[src/rtl/seq_det_pkg.sv]
// Shared definitions for the sequence-detector monitor: FSM encoding,
// default widths and a saturating increment helper.
package seq_det_pkg;

   typedef enum logic {
      IDLE = 1'b0,
      RUN  = 1'b1
   } state_t;

   localparam int CNT_W_DEF = 8;
   localparam int WIN_W_DEF = 16;
   localparam int TOT_W_DEF = 16;

   // Adds inc to v, holding at the all-ones value of a w-bit counter (w <= 32).
   function automatic logic [31:0] sat_inc(input logic [31:0] v, input logic inc,
                                           input int unsigned w);
      logic [31:0] max_v;
      max_v = (w >= 32) ? '1 : ((32'd1 << w) - 32'd1);
      if (inc && (v != max_v)) return v + 32'd1;
      return v;
   endfunction

endpackage

[src/rtl/rise_edge_det.sv]
// Rising-edge detector: registers din every cycle and flags a 0->1 transition
// combinationally in the cycle the new value is presented.
module rise_edge_det (
   input  logic clk,
   input  logic reset,
   input  logic din,
   output logic rise
);

   logic din_d;

   always_ff @(posedge clk or posedge reset) begin
      if (reset) din_d <= 1'b0;
      else       din_d <= din;
   end

   assign rise = din & ~din_d;

endmodule

[src/rtl/seq_match_monitor.sv]
// Windowed match counter on the 1010 detector's z line: per-window count,
// threshold alarm and a saturating lifetime total.
module seq_match_monitor
   import seq_det_pkg::*;
#(
   parameter int CNT_W = CNT_W_DEF,
   parameter int WIN_W = WIN_W_DEF,
   parameter int TOT_W = TOT_W_DEF
) (
   input  logic             clk,
   input  logic             reset,
   input  logic             clr,
   input  logic             en,
   input  logic             z,
   input  logic [WIN_W-1:0] win_len,
   input  logic [CNT_W-1:0] threshold,
   output logic [CNT_W-1:0] win_count,
   output logic             win_done,
   output logic             alarm,
   output logic [TOT_W-1:0] total,
   output logic             busy
);

   localparam logic [WIN_W-1:0] ONE_W = WIN_W'(1);

   state_t           state, state_nx;
   logic [WIN_W-1:0] timer, timer_nx, len, len_nx, len_in;
   logic [CNT_W-1:0] acc, acc_nx, thr, thr_nx, final_cnt;
   logic [CNT_W-1:0] win_count_nx;
   logic             win_done_nx, alarm_nx;
   logic [TOT_W-1:0] total_nx;
   logic             ev;

   rise_edge_det u_edge (
      .clk   (clk),
      .reset (reset),
      .din   (z),
      .rise  (ev)
   );

   assign len_in    = (win_len == '0) ? ONE_W : win_len;
   assign final_cnt = CNT_W'(sat_inc(32'(acc), ev, CNT_W));
   assign busy      = (state == RUN);

   always_comb begin
      state_nx     = state;
      timer_nx     = timer;
      acc_nx       = acc;
      len_nx       = len;
      thr_nx       = thr;
      win_count_nx = win_count;
      alarm_nx     = alarm;
      win_done_nx  = 1'b0;
      total_nx     = total;

      if (clr) begin
         state_nx = IDLE;
         timer_nx = '0;
         acc_nx   = '0;
         total_nx = '0;
      end else begin
         case (state)
            IDLE: begin
               if (en) begin
                  state_nx = RUN;
                  len_nx   = len_in;
                  thr_nx   = threshold;
                  timer_nx = '0;
                  // The start cycle's event belongs to the new window.
                  acc_nx   = CNT_W'(ev);
               end
            end
            RUN: begin
               total_nx = TOT_W'(sat_inc(32'(total), ev, TOT_W));
               acc_nx   = final_cnt;
               if (timer == len - ONE_W) begin
                  win_count_nx = final_cnt;
                  alarm_nx     = (final_cnt >= thr);
                  win_done_nx  = 1'b1;
                  timer_nx     = '0;
                  acc_nx       = '0;
                  if (en) begin
                     len_nx = len_in;
                     thr_nx = threshold;
                  end else begin
                     state_nx = IDLE;
                  end
               end else if (!en) begin
                  // Abort: partial window is discarded, last results stay.
                  state_nx = IDLE;
                  acc_nx   = '0;
               end else begin
                  timer_nx = timer + ONE_W;
               end
            end
            default: state_nx = IDLE;
         endcase
      end
   end

   always_ff @(posedge clk or posedge reset) begin
      if (reset) begin
         state     <= IDLE;
         timer     <= '0;
         acc       <= '0;
         len       <= ONE_W;
         thr       <= '0;
         win_count <= '0;
         alarm     <= 1'b0;
         win_done  <= 1'b0;
         total     <= '0;
      end else begin
         state     <= state_nx;
         timer     <= timer_nx;
         acc       <= acc_nx;
         len       <= len_nx;
         thr       <= thr_nx;
         win_count <= win_count_nx;
         alarm     <= alarm_nx;
         win_done  <= win_done_nx;
         total     <= total_nx;
      end
   end

endmodule

[config.mk]
export PLATFORM = sky130hd
export DESIGN_NAME = seq_match_monitor
export DESIGN_NICKNAME = d
export VERILOG_FILES = /design/src/rtl/seq_det_pkg.sv /design/src/rtl/rise_edge_det.sv /design/src/rtl/seq_match_monitor.sv
export SDC_FILE = /design/constraint.sdc
export NUM_CORES = 1
export LEC_CHECK = 0
export ABC_AREA = 1
export ABC_CLOCK_PERIOD_IN_PS = 4790
export CELL_PAD_IN_SITES_DETAIL_PLACEMENT = 0
export CELL_PAD_IN_SITES_GLOBAL_PLACEMENT = 1
export CORE_ASPECT_RATIO = 1.25
export CORE_MARGIN = 5
export CORE_UTILIZATION = 31
export DETAILED_ROUTE_END_ITERATION = 7
export PLACE_DENSITY = 0.73
export REMOVE_ABC_BUFFERS = 1
export SETUP_SLACK_MARGIN = 0.05
export SYNTH_ARGS = -nofsm -noshare
export SYNTH_HDL_FRONTEND = slang
export SYNTH_HIERARCHICAL = 1
export SYNTH_SLANG_ARGS = --single-unit
[constraint.sdc]
create_clock -name clk -period 4.79 [get_ports clk]
set_clock_uncertainty 0.05 [all_clocks]
set_input_delay 0.479 -clock clk [delete_from_list [all_inputs] [get_ports clk]]
set_output_delay 0.479 -clock clk [all_outputs]
set_load 0.01 [all_outputs]
==> metrics.md <==
| Metric | Value |
|---|---|
| Chip Width | `121 microns` |
| Crit path depth | `16` |
| Mean Syn Cell Area | `7.47 sq um` |
| Hold buffers post-CTS | `0` |
| CP peak stage delay | `430 ps` |
| I/O Buffers | `55` |
| Slowest cell on the critical path | `dfrtp_1` |
| First-pass DRT Iterations | `4` |
| Worst-path clk slew | `60 ps` |
| HP Class | `in -> async` |
| Place WS | `1850 ps` |
| Static Leakage | `0.00276 uW` |
| Root Driver | `clkbuf_16` |
| Commonest non-fill, non-tap cell in the layout | `nand2_1` |
| Yosys warns | `6` |
| Post-route antenna net violation count | `0` |
| Crit path from | `acc[0]` |
| Clock Sink Count | `76` |
| Detailed-route DRC error count | `0` |
| WL per Instance | `13.4 microns` |
| Insertion delay to the later sink of the worst-skew pair | `340 ps` |
| Power per cell area | `289 nW/um^2` |
| Async SR Flop Fraction | `100%` |
| Cell Area, Synth | `4780 sq um` |
| Maxcap violations | `0` |
| First-pass GRT wire length | `21,100 microns` |
| Unique masters post-synth | `40` |
| Worst Max-Slew Pin Slew | `815 ps` |
| Reg2reg path depth | `16` |
| H-Tree Depth | `3` |
| DR iter-0 viols | `171` |
| Critical path class | `reg -> reg` |
| TritonCTS clock tree | `yes` |
| R2R Path Start | `acc[0]` |
| Vias/cell | `4.66` |
| Largest net degree at the start of global routing | `39` |
| Tot Pwr | `1660 uW` |
| Worst R2R End | `alarm` |
| Final setup margin | `2040 ps` |
| Area delta synth->final | `20.3%` |
| Share of the synthesized area in the top cell type | `39.3%` |
| FF-to-FF setup slack | `2040 ps` |
| Status | `finished clean` |
| Req. time, crit path | `4950 ps` |
| Worst slew margin | `45.6%` |
| WL final | `12,100 microns` |
| Commonest non-fill, non-tap cells in the layout | `202 x nand2_1, 75 x inv_1, 75 x dfrtp_1, 55 x clkdlybuf4s50_1` |
| Die ar. | `18,000 sq um` |
| Via count | `4,215` |
| Layout cells sized above 1 | `6.90%` |
| Crit path DAT | `2910 ps` |
| Area leader, netlist | `dfrtp_1` |
| Setup crit end | `alarm` |
| Antenna violations before repair | `0` |
| Core footprint | `15,100 sq um` |
| Seq cells post-synth | `76` |
| Final nets | `733` |
| Num CTS Buffers | `9` |
| Top cell by count, worst path | `nand2_1` |
| Clock period minus worst slack | `2750 ps` |
| Post-synth EDFFs | `0` |
| Sequential fraction of the synthesis area | `39.8%` |
| HPWL after detailed placement | `9270 microns` |
| VDD IR max | `180 uV` |
| Final setup violation count | `0` |
| Endpoint type of the worst setup path | `flip-flop` |
| Initial core utilization | `31.7%` |
| I/O Pins | `56` |
| Post-CTS setup buffer count | `0` |
| Final hold violation count | `0` |
| Total grt overflow | `0` |
| Max-slew violations | `0` |
| Row count | `50` |
| Dominant cells by area after synthesis | `dfrtp_1 39%, nand2_1 16%, inv_1 6.0%` |
| Critical path's top delay family | `simple AND/OR/NAND/NOR gates` |
| Post-synthesis cell count | `640` |
| Buffers and inverters on the worst path | `2` |
| Max FO, Critical Path | `6` |
| DIE HEIGHT | `149 microns` |
| RSZ-0062 raised after global routing | `no` |
| Period utilization | `57.4%` |
| F_max | `363 MHz` |
| Final Wtd Congestion | `0.851` |
| Post-synth top flop | `dfrtp_1` |
| Critical path startpoint category | `flip-flop` |
| Clock Tree Buf Depth | `2` |
| Vias in the first global route | `4,339` |
| Post_cts resized | `0` |
| CP Cell Sequence | `ha_1 -> nand2_1 -> nor3_1 -> nand2_1 -> nand2_1 -> inv_1 -> nand4_1 -> xor2_1 -> inv_1 -> ha_1 -> a21oi_1 -> o21ai_0 -> nand2_1 -> o211ai_1 -> a21oi_1 -> o21ai_1` |
| Hold WS | `273 ps` |
| Setup TNS | `0 ps` |
| Gr usage total | `14.4%` |
| Ant. Diodes | `0` |
## worst register-to-register path, delay by kind of cell, from the launching register on
| family | cells | cell delay, ps |
|---|---|---|
| compound gates | 5 | 580 |
| xor+xnor | 1 | 210 |
| buf+inv | 2 | 200 |
| flops | 1 | 430 |
| fa+ha+maj | 2 | 520 |
| simple gates | 6 | 640 |
## where the power goes
part           internal, uW  total, uW  switching (uW)
registers               677        721            44.7
clock network           401        669             268
logic                   106        273             167
## state kept, by name, summed over array words and instances (netlist names)
register and flops:
win_count 8, u_edge/din_d 1, win_done 1, len 16, busy 1, timer 16
thr 8, total 16, acc 8, alarm 1
## worst min path at each step
stage                      start           end  depth (start not counted)
finish                     reset  u_edge/din_d                          2
detailed placement  win_count[4]  win_count[4]                          2
global placement          thr[2]        thr[2]                          2
global route               reset  u_edge/din_d                          2
CTS                        reset  u_edge/din_d                          2
floorplan                  reset  u_edge/din_d                          1
## per-stage QoR
step / util (%) / cell area [sq um] / instances
6_report: 38.1 / 5750 / 904
5_1_grt: 38.1 / 5750 / 904
4_1_cts: 38.1 / 5750 / 904
3_5_place_dp: 36.2 / 5470 / 889
3_3_place_gp: 36.2 / 5470 / 889
2_1_floorplan: - / 4640 / 624
## layout make-up
class                           count  area, sq um
Clock buffer                       11          233
Clock inverter                      4         51.3
Fill cell                        1559         9330
Inverter                           77          289
Multi-Input combinational cell    471         2450
Sequential cell                    76         1900
Tap cell                          208          260
Timing Repair Buffer               57          566
## cell usage after synthesis (all sizes together), types with 2 or more instances
cell,number
xor2,23
buf,11
and2,2
nand2,211
nand3b,8
nor3,14
nand4,8
xnor2,8
a21oi,20
nor4,8
ha,12
nand3,51
nor2,66
clkbuf,5
inv,77
o21ai,31
dfrtp,75
a31oi,2
## routing by layer
| metal | track usage, % | share of wire (%) | vias up |
|---|---|---|---|
| li1 | - | - | 2136 |
| met1 | 17.1 | 43 | 2010 |
| met2 | 25.6 | 52 | 57 |
| met3 | 3.15 | 3.1 | 12 |
| met4 | 4.82 | 1.6 | 0 |
| met5 | 0 | 0 | - |
## logic make-up after synthesis
group | synth area share [%]
flip-flops | 39.8
AND/OR/NAND/NOR | 35.8
buffers and inverters | 9.05
adder cells (fa/ha/maj) | 3.14
XOR/XNOR | 5.68
multiplexers | 0.236
AO/OA/AOI/OAI | 6.28
Power figures use the tool's default switching activity.
